==> src/rtl/instr_mem_loadable.sv <==
// Byte-addressed instruction memory with a byte-serial program-load port and
// a registered fetch port that flags misaligned or out-of-range fetches.
module instr_mem_loadable #(
  parameter int DEPTH      = 16,
  parameter int WIDTH      = 16,
  parameter int BPW        = 2,
  parameter int ADDR_WIDTH = 5
) (
  input  logic                  clk,
  input  logic                  reset,
  input  logic                  load_start,
  input  logic [7:0]            load_byte,
  input  logic                  load_valid,
  input  logic                  load_last,
  output logic                  load_ready,
  output logic                  load_done,
  output logic                  busy,
  input  logic [ADDR_WIDTH-1:0] pc,
  input  logic                  fetch_en,
  output logic [WIDTH-1:0]      instruction,
  output logic                  instr_valid,
  output logic                  fault,
  output logic [1:0]            fsm_state
);

  localparam int NBYTES = DEPTH * BPW;
  localparam int PTR_W  = (NBYTES > 1) ? $clog2(NBYTES) : 1;
  localparam int OFF_W  = $clog2(BPW);

  typedef enum logic [1:0] {
    IDLE = 2'd0,
    LOAD = 2'd1,
    RUN  = 2'd2
  } state_t;

  state_t           state;
  logic [PTR_W-1:0] ptr;
  logic [7:0]       mem [NBYTES];

  // Load handshake: a byte transfers when load_valid is high while load_ready
  // is high (LOAD state); load_start in the same cycle wins and drops the byte.
  logic accept;
  logic finish;
  assign accept = (state == LOAD) && load_valid && !load_start;
  assign finish = accept && (load_last || (ptr == PTR_W'(NBYTES - 1)));

  // Byte-wide storage so a partial final word only touches delivered lanes.
  always_ff @(posedge clk) begin
    if (accept) mem[ptr] <= load_byte;
  end

  logic [ADDR_WIDTH-1:0] word_idx;
  logic                  misaligned;
  logic                  out_of_range;
  logic [WIDTH-1:0]      rd_word;

  assign word_idx     = pc >> OFF_W;
  assign misaligned   = (pc & ADDR_WIDTH'(BPW - 1)) != '0;
  assign out_of_range = int'(word_idx) >= DEPTH;

  // Big-endian assembly: byte lane 0 lands in the most significant byte.
  always_comb begin
    rd_word = '0;
    if (!out_of_range) begin
      for (int l = 0; l < BPW; l++) begin
        rd_word[WIDTH-1-8*l -: 8] = mem[PTR_W'(int'(word_idx) * BPW + l)];
      end
    end
  end

  always_ff @(posedge clk or posedge reset) begin
    if (reset) begin
      state       <= IDLE;
      ptr         <= '0;
      load_ready  <= 1'b0;
      load_done   <= 1'b0;
      busy        <= 1'b0;
      instruction <= '0;
      instr_valid <= 1'b0;
      fault       <= 1'b0;
    end else begin
      load_done   <= 1'b0;
      instr_valid <= 1'b0;
      fault       <= 1'b0;
      case (state)
        IDLE: begin
          if (load_start) begin
            state      <= LOAD;
            ptr        <= '0;
            load_ready <= 1'b1;
            busy       <= 1'b1;
          end
        end
        LOAD: begin
          if (load_start) begin
            ptr <= '0;
          end else if (finish) begin
            state      <= RUN;
            ptr        <= '0;
            load_ready <= 1'b0;
            busy       <= 1'b0;
            load_done  <= 1'b1;
          end else if (accept) begin
            ptr <= ptr + PTR_W'(1);
          end
        end
        RUN: begin
          if (load_start) begin
            state      <= LOAD;
            ptr        <= '0;
            load_ready <= 1'b1;
            busy       <= 1'b1;
          end else if (fetch_en) begin
            if (misaligned || out_of_range) begin
              instruction <= '0;
              fault       <= 1'b1;
            end else begin
              instruction <= rd_word;
              instr_valid <= 1'b1;
            end
          end
        end
        default: state <= IDLE;
      endcase
    end
  end

  assign fsm_state = state;

endmodule

==> config.mk <==
export PLATFORM = sky130hd
export DESIGN_NAME = instr_mem_loadable
export DESIGN_NICKNAME = d
export VERILOG_FILES = /design/src/rtl/instr_mem_loadable.sv
export SDC_FILE = /design/constraint.sdc
export NUM_CORES = 1
export LEC_CHECK = 0
export BUFFER_PORTS_ARGS = -buffer_cell sky130_fd_sc_hd__buf_4
export CAP_MARGIN = 25
export CORE_ASPECT_RATIO = 1.75
export CORE_MARGIN = 1.5
export CORE_UTILIZATION = 55
export DETAILED_ROUTE_END_ITERATION = 6
export PLACE_DENSITY = 0.78
export SLEW_MARGIN = 20
export SYNTH_ARGS = -nofsm -noshare
export SYNTH_HDL_FRONTEND = slang
export SYNTH_SLANG_ARGS = --single-unit
==> constraint.sdc <==
create_clock -name clk -period 1.8 [get_ports clk]
set_input_delay 0.27 -clock clk [delete_from_list [all_inputs] [get_ports clk]]
set_output_delay 0.27 -clock clk [all_outputs]
set_load 0.05 [all_outputs]
==> flow_metrics.tcl, run 1 <==
set metrics [dict create \
    crit_chain "or3b_2 -> nor2_4" \
    peakVddDrop_mv 0.958 \
    dp_hpwl_mm 16.3 \
    slew_viol_final 0 \
    p_leak_nw 4.59 \
    hold_class "input port to register" \
    synthCells 628 \
    gp_congestion 0.836 \
    max_freq_ghz 0.574 \
    coreArea_mm2 0.0202 \
    drive_gt1_share_pct 29.9 \
    hold_path.startpoint "load_last" \
    async_reset_ff_share_pct 9.54 \
    switching_share_pct 24.3 \
    io-pin-count 42 \
    htreeDepth 1 \
    power.density_mw_per_mm2 1070 \
    fin_crit_ps 1740 \
    via_count 6025 \
    finalSetupViolations 0 \
    final_core_util_pct 65.4 \
    cap_violations 0 \
    grt_max_degree 33 \
    intPower_mw 10.7 \
    synth_nets 652 \
    first_global_vias 6159 \
    tightest_slew_ps 778 \
    start_util_pct 55.8 \
    clock_path_buffers 3 \
    crit_path_start "ptr[4]" \
    grt-ovfl-total 0 \
    slowest_stage "or3b_2" \
    path_buf_inv 0 \
    routed_wl_mm 24.6 \
    ys_seq_area_share_pct 74.2 \
    antenna_found_initial 0 \
    finalClockSkew_ps 7.88 \
    cp_max_fo 10 \
    synth_area_leaders "edfxtp_1 (68%), dfrtp_1 (6.0%), mux2i_1 (4.8%), mux4_2 (3.8%), mux2_2 (2.4%)" \
    cp.arrival_ps 1940 \
    numCtsBuffers 24 \
    clock-sinks 283 \
    rows 69 \
    slew_headroom_pct 48.1 \
    yosysWarnings 0 \
    root_buffer "clkbuf_16" \
    ys_ff_latch 283 \
    die_area_mm2 0.0214 \
    synthFlopType "edfxtp_1" \
    post_cts_resized 0 \
    power_mw 14.1 \
    grt_use_total_pct 23.3 \
    clock_latency_ps 520 \
    status "completed" \
    crit_type "register to register" \
    grt_pass1_wl_mm 37.3 \
    synth-edff-count 256 \
    drt_iter0_drc 593 \
    areaGrowthSynthToFinish_pct 17.3 \
    hold_viol_final 0 \
    die_x_um 111 \
    startpoint_type "register" \
    cp_slowest_stage_delay_ps 620 \
    syn_area_per_cell_um2 17.9 \
    die_h_um 192 \
    seqPwrFrac_pct 52.6 \
    viasPerCell 6.17 \
    crit_family "simple AND/OR/NAND/NOR gates" \
    antenna_cells 0 \
    clkTransAtPathRegs_ps 60 \
    stdcell_count 976 \
    io_buffers 41 \
    wire_per_inst_um 25.2 \
    cp-end-kind "register" \
    synthesis.area_mm2 0.0113 \
    combPwrFrac_pct 11.9 \
    required_ps 2000 \
    power.share.clock_pct 35.5 \
    yosys.area.top_type "edfxtp_1" \
    drt_pass1_iterations 5 \
    hold_ws_ps 149 \
    r2r_start "ptr[4]" \
    num-nets-final 737 \
    synth.distinct_cells 48 \
    cts_tree "done" \
    ant_nets 0 \
    post-route-period-util_pct 96.8 \
    rsz0062_at_grt "false" \
    switchingPower_mw 3.44 \
    drc 0 \
    dp.cells 932 \
    synth_top_cell_area_share_pct 68.2 \
]
-- worst register-to-register path, delay by kind of cell, from the launching register on --
family,cells,cell delay (ps)
flops,1,480
simple gates,2,940
-- cell families (layout without fill, tap and decap cells) --
kind of cell | count (synthesis) | in the layout | share of synthesized area, %
AO/OA/AOI/OAI | 88 | 88 | 6.28
adder cells (fa/ha/maj) | 5 | 5 | 0.555
buffers and inverters | 49 | 149 | 2.30
flip-flops | 283 | 283 | 74.2
multiplexers | 109 | 109 | 12.7
AND/OR/NAND/NOR | 94 | 94 | 3.97
-- cells in the final DEF (no fill, tap or decap), types with 3 or more instances in the layout --
| master | netlist | final |
|---|---|---|
| clkinv_2 | 0 | 4 |
| nand2_1 | 29 | 25 |
| dfrtp_1 | 27 | 25 |
| dlygate4sd3_1 | 0 | 3 |
| mux2_4 | 10 | 10 |
| buf_12 | 1 | 11 |
| o22a_1 | 12 | 12 |
| inv_1 | 15 | 15 |
| clkbuf_16 | 0 | 25 |
| nand3b_1 | 4 | 4 |
| nor2_4 | 0 | 32 |
| a21oi_1 | 5 | 5 |
| ha_1 | 5 | 5 |
| o2111ai_1 | 12 | 12 |
| edfxtp_1 | 256 | 256 |
| nor2b_1 | 3 | 3 |
| mux4_2 | 19 | 19 |
| clkinv_1 | 0 | 8 |
| a22oi_1 | 12 | 12 |
| a221oi_1 | 8 | 8 |
| o21ai_1 | 12 | 12 |
| nor2_1 | 37 | 5 |
| buf_4 | 5 | 79 |
| nand2_2 | 0 | 4 |
| a32oi_1 | 4 | 4 |
| a32o_1 | 12 | 12 |
| nand2b_1 | 8 | 8 |
| mux2i_1 | 54 | 54 |
| mux2_2 | 24 | 24 |
-- Yosys cell counts (2+ instances only) --
| cell | number |
|---|---|
| a21oi_1 | 5 |
| edfxtp_1 | 256 |
| nor2b_1 | 3 |
| o2111ai_1 | 12 |
| a22oi_1 | 12 |
| nand2b_1 | 8 |
| nor2_1 | 37 |
| a32o_1 | 12 |
| a22o_1 | 2 |
| buf_6 | 3 |
| o211ai_1 | 2 |
| nand2_1 | 29 |
| a32oi_1 | 4 |
| o22a_1 | 12 |
| clkbuf_1 | 12 |
| buf_2 | 11 |
| nand3b_1 | 4 |
| o21ai_1 | 12 |
| mux2i_1 | 54 |
| mux4_2 | 19 |
| ha_1 | 5 |
| nand3_1 | 2 |
| inv_1 | 15 |
| mux2_4 | 10 |
| a221oi_1 | 8 |
| o21ai_0 | 2 |
| buf_4 | 5 |
| a221oi_2 | 2 |
| nor3_1 | 2 |
| mux2_2 | 24 |
| dfrtp_1 | 27 |
-- timing repair --
action                                  CTS  global route
hold buffers                              3             0
buffers inserted                          0             0
endpoints found under the setup margin    0             3
hold endpoints to repair                 16             0
-- state kept, by name, summed over array words and instances, names as in the netlist --
register	cells
load_done	1
busy	1
instr_valid	1
instruction	16
fault	1
fsm_state	2
ptr	5
mem	256
-- final timing paths --
check                      cells past startpoint             end  slack (ps)
setup / recovery                               2      mem[10][0]          60
hold / removal                                 3          ptr[4]         150
setup reg to reg                               2      mem[10][0]          60
hold reg to reg                                2  instruction[6]         510
max in group asynchronous                      4  instruction[9]         720
min in group asynchronous                      3       load_done         450
-- power by group through the flow --
stage / registers, mW / clock network, mW / logic (mW)
after floorplan: 8.02 / 0 / 0.601
after global placement: 7.57 / 0 / 1.64
final: 7.44 / 5.02 / 1.68
after CTS: 7.44 / 5.06 / 1.69
after detailed placement: 7.58 / 0 / 1.68
after global routing: 7.46 / 5.33 / 1.76
-- stage by stage --
stage	setup WS, ps	instance area [um2]	setup TNS (ps)
3_5_place_dp	-67.5	12400	-67.5
5_1_grt	0.512	13200	0
4_1_cts	51.9	13200	0
2_1_floorplan	28.4	11500	0
3_3_place_gp	11.5	12400	0
6_report	56.8	13200	0
-- final cells by class --
cell class	instances	area, um2
sequential	283	8370
fill	1342	6990
multi-input combinational	296	2890
timing repair buffer	93	843
clock buffer	26	629
tap	248	310
clock inverter	15	119
inverter	15	56.3
-- routing by layer --
metal | track usage, % | vias up | routed length [um] | share of wire [%]
met5 | 0 | - | 0 | 0
met3 | 2.67 | 56 | 1220 | 5.0
li1 | - | 2681 | - | -
met1 | 29.9 | 3065 | 9580 | 39
met2 | 41.2 | 223 | 13000 | 53
met4 | 8.91 | 0 | 872 | 3.5
(Power assumes the default switching activity.)
==> inputs of run 2 (changes only) <==
- CORE_MARGIN: 1.5 -> unset
- CTS_CLUSTER_SIZE: unset -> 14
- RECOVER_POWER: unset -> 50
==> run 2 against run 1 <==
Effect of this change: sequential cell count unchanged; register-to-register slack about the same; the flow now finishes with violations (max-capacitance violations, max-slew violations); clock power barely moved.
==> flow_metrics.tcl, run 2 (synthesis gave the netlist of run 1 again) <==
set metrics [dict create \
    hold_viol_final 0 \
    viasPerCell 6.25 \
    antenna_cells 0 \
    status "finished, violations left" \
    fin_crit_ps 1760 \
    tightest_slew_ps 1750 \
    max_freq_ghz 0.567 \
    power.density_mw_per_mm2 1060 \
    io_buffers 41 \
    switching_share_pct 24.1 \
    hold_depth 3 \
    switchingPower_mw 3.41 \
    areaGrowthSynthToFinish_pct 18.1 \
    peakVddDrop_mv 0.771 \
    largest_register_ff_count 256 \
    clock-sinks 283 \
    rows 68 \
    clkTransAtPathRegs_ps 60 \
    drc 0 \
    required_ps 1980 \
    via_count 6113 \
    dp.cells 929 \
    crit_type "input port to register" \
    crit_path_start "load_start" \
    dp_hpwl_mm 16.9 \
    grt_max_degree 49 \
    cts_tree "done" \
    stdcell_count 978 \
    clock_latency_ps 530 \
    drive_gt1_share_pct 28.6 \
    grt_use_total_pct 25.0 \
    cp_max_fo 8 \
    drt_pass1_iterations 5 \
    layout_common_cells "edfxtp_1 (256), buf_4 (55), mux2i_1 (54), nor2_4 (32)" \
    finalClockSkew_ps 19.4 \
    grt_pass1_wl_mm 37.8 \
    intPower_mw 10.7 \
    wire_per_inst_um 25.5 \
    final_common_cell "edfxtp_1" \
    r2r_cells 4 \
    htreeDepth 1 \
    rrSetupSlack_ps 70 \
    gp_congestion 0.859 \
    r2r_start "fsm_state[1]" \
    seqPwrFrac_pct 52.8 \
    num-nets-final 738 \
    hold_class "input port to register" \
    grt-ovfl-total 0 \
    startpoint_type "input port" \
    drt_iter0_drc 428 \
    combPwrFrac_pct 11.6 \
    die_h_um 191 \
    reg.largest.list "mem (256), instruction (16), ptr (5)" \
    coreArea_mm2 0.0199 \
    finalSetupViolations 0 \
    numCtsBuffers 25 \
    cp.arrival_ps 1940 \
    root_buffer "clkbuf_16" \
    post-route-period-util_pct 98.0 \
    clock_path_buffers 3 \
    slew_viol_final 98 \
    slew_headroom_pct -16.8 \
    io-pin-count 42 \
    routed_wl_mm 24.9 \
    violations "max-capacitance violations, max-slew violations" \
    ant_nets 0 \
    hold_path.startpoint "pc[0]" \
    final_core_util_pct 66.8 \
    top_register "mem" \
    power.share.clock_pct 35.6 \
    start_util_pct 56.6 \
    antenna_found_initial 0 \
    die_x_um 110 \
    cap_violations 3 \
    die_area_mm2 0.0211 \
    first_global_vias 6487 \
    p_leak_nw 4.59 \
    cp-end-kind "register" \
    nFillCells 1268 \
    rsz0062_at_grt "true" \
]
## run 2: cell types whose count changed in the layout (fill, tap and decap cells not counted), sizes merged
cell / before / now
buf: 90 / 76
bufinv: 2 / 1
clkbuf: 26 / 56
clkinv: 13 / 3
dlygate4sd3: 3 / 2
inv: 15 / 16
## run 2: path summary, 6_finish.rpt
kind	end
min	fault
max in group asynchronous	fsm_state[1]
max reg2reg	mem[13][0]
min in group asynchronous	load_done
max	mem[13][0]
min reg2reg	instruction[1]
## run 2: routing by layer
metal / routed length [um] / track usage [%]
met1: 8560 / 28.3
met2: 14000 / 45.7
met3: 1280 / 3.34
met4: 1040 / 11.6
met5: 0 / 0
## run 2: area by class of cell
class                      count  area [um2]  area share, %
clock buffer                  41         706           5.30
inverter                      15        56.3          0.423
tap                          245         307           2.30
timing repair buffer          93         918           6.90
sequential                   283        8370           62.9
clock inverter                 5        57.6          0.432
multi-input combinational    296        2900           21.8
## run 2: critical path, cell delays in order
cell	delay, ps
dlygate4sd3_1	540
buf_4	150
and4bb_2	400
nand2_2	100
buf_12	160
nor2_4	320
## run 2: metrics by stage
stage	area (um2)	setup WS (ps)	power, mW	hold slack (ps)	setup TNS (ps)
after floorplan	11500	28.4	8.62	323	0
after global placement	12500	-54.4	9.21	386	-222
after detailed placement	12500	-79.6	9.25	390	-421
after CTS	13300	24.9	14.2	4.98	0
after global routing	13300	-23.5	14.5	13.1	-54.0
final	13300	36.2	14.1	30.6	0
## run 2: what timing repair did
item / 4_1_cts / 5_1_grt
setup buffers: 0 / 1
resized for setup: 0 / 1
hold buffers: 2 / 0
endpoints found under the hold margin: 28 / 0
endpoints found under the setup margin: 0 / 16
## run 2: power by group through the flow
stage	registers (mW)	logic (mW)	clock network [mW]
floorplan	8.02	0.601	0
CTS	7.46	1.67	5.08
detailed placement	7.59	1.66	0
global placement	7.59	1.62	0
global route	7.48	1.73	5.31
finish	7.47	1.64	5.03
==> inputs of run 3 (changes only) <==
==> constraint.sdc (replaced) <==
create_clock -name clk -period 1.8 [get_ports clk]
set_input_delay 0.27 -clock clk [delete_from_list [all_inputs] [get_ports clk]]
set_output_delay 0.27 -clock clk [all_outputs]
set_load 0.1 [all_outputs]
==> run 3 against run 2 <==
Effect of this change: the flow still finishes with violations (max-capacitance violations, max-slew violations); worst setup slack improved by 5.2 ps; routed wire length rose by 3.8%; power rose by 2.2%; critical endpoint is now mem[23][0].
==> flow_metrics.tcl, run 3 (synthesis gave the netlist of run 1 again) <==
set metrics [dict create \
    wire_per_inst_um 26.3 \
    drc 0 \
    tightest_slew_ps 1630 \
    drt_pass1_iterations 7 \
    finalClockSkew_ps 16.2 \
    hold_ws_ps 118 \
    drive_gt1_share_pct 29.1 \
    reg.largest.list "mem (256), instruction (16), ptr (5)" \
    combPwrFrac_pct 15.1 \
    finalSetupViolations 0 \
    cp-end-kind "register" \
    viasPerCell 6.32 \
    rows 68 \
    first_global_vias 6451 \
    die_h_um 191 \
    power.share.clock_pct 33.1 \
    required_ps 2030 \
    dp_hpwl_mm 17.6 \
    grt_max_degree 49 \
    final_common_cell "edfxtp_1" \
    power.density_mw_per_mm2 1080 \
    crit_type "register to register" \
    layout_common_cells "edfxtp_1 (256), buf_4 (67), mux2i_1 (54), nor2_4 (32)" \
    violations "max-capacitance violations, max-slew violations" \
    dp_slack_ps -158 \
    max_freq_ghz 0.569 \
    intPower_mw 10.5 \
    clock_path_buffers 3 \
    antenna_found_initial 0 \
    hold_class "input port to register" \
    crit_chain "and4bb_2 -> nand2_2 -> buf_12 -> nor2_4 -> buf_4" \
    cp_slowest_stage_delay_ps 470 \
    p_leak_nw 4.62 \
    clock_latency_ps 520 \
    hold_viol_final 0 \
    ant_nets 0 \
    rsz0062_at_grt "false" \
    nFillCells 1268 \
    top_register "mem" \
    htreeDepth 1 \
    rrSetupSlack_ps 40 \
    routed_wl_mm 25.8 \
    fin_crit_ps 1760 \
    gp_congestion 0.833 \
    io-pin-count 42 \
    slew_headroom_pct -8.36 \
    numCtsBuffers 25 \
    start_util_pct 56.6 \
    antenna_cells 0 \
    areaGrowthSynthToFinish_pct 18.5 \
    seqPwrFrac_pct 51.7 \
    slew_viol_final 164 \
    switching_share_pct 27.3 \
    via_count 6217 \
    grt_pass1_wl_mm 38.4 \
    cts_tree "done" \
    post-route-period-util_pct 97.7 \
    die_x_um 110 \
    peakVddDrop_mv 1.30 \
    grt_use_total_pct 25.7 \
    clkTransAtPathRegs_ps 60 \
    cp_max_fo 8 \
    coreArea_mm2 0.0199 \
    largest_register_ff_count 256 \
    grt-ovfl-total 0 \
    switchingPower_mw 3.95 \
    cap_violations 6 \
    num-nets-final 746 \
    status "finished, violations left" \
    startpoint_type "register" \
    drt_iter0_drc 441 \
    die_area_mm2 0.0211 \
    clock-sinks 283 \
    root_buffer "clkbuf_16" \
    io_buffers 41 \
    setup_ws_ps 41.3 \
    slowest_stage "dfrtp_4" \
    cp.arrival_ps 1990 \
]
-- run 3: metrics by stage --
stage	total power [mW]	std cells	cell area (um2)	utilization [%]	setup TNS, ps
final	14.5	984	13300	67.0	0
after global routing	14.8	984	13300	67.0	0
after CTS	14.5	980	13300	66.8	0
after global placement	9.75	933	12600	63.1	-206
after floorplan	9.16	628	11500	-	-19000
after detailed placement	9.81	933	12600	63.1	-786
-- run 3: worst paths after layout --
kind                       depth (start not counted)        endpoint           start
setup / recovery                                   5      mem[23][0]    fsm_state[1]
hold reg to reg                                    2  instruction[6]  instruction[6]
max in group asynchronous                          4  instruction[7]           reset
setup reg to reg                                   5      mem[23][0]    fsm_state[1]
hold / removal                                     4          ptr[3]       load_last
min in group asynchronous                          3            busy           reset
-- run 3: layout make-up --
cell class                 count  area [um2]  area share [%]
inverter                      15        56.3           0.422
timing repair buffer         101        1000            7.52
clock inverter                 7        35.0           0.263
multi-input combinational    296        2890            21.7
tap                          245         307            2.30
sequential                   283        8370            62.7
clock buffer                  37         681            5.10
-- run 3: per-layer routing --
| metal | track usage [%] | wire length, um |
|---|---|---|
| met1 | 27.8 | 8520 |
| met2 | 47.5 | 14400 |
| met3 | 3.14 | 1320 |
| met4 | 13.7 | 1580 |
| met5 | 0 | 0 |
-- run 3: worst max-delay path: cells and delay by family (launching register included) --
kind | cells | cell delay, ps
DFF | 1 | 470
buffers and inverters | 2 | 340
and+or+nand+nor | 3 | 650
-- run 3: power by group through the flow --
stage / registers [mW] / logic [mW] / clock network (mW)
floorplan: 8.52 / 0.644 / 0
global placement: 7.60 / 2.15 / 0
detailed placement: 7.61 / 2.20 / 0
CTS: 7.47 / 2.21 / 4.82
global route: 7.49 / 2.27 / 5.08
finish: 7.48 / 2.19 / 4.79
-- run 3: repair_timing --
action / CTS / global route
endpoints found under the hold margin: 16 / 0
setup endpoints to repair: 0 / 45
gates resized for setup: 0 / 1
setup buffers: 0 / 4
hold buffers: 3 / 0
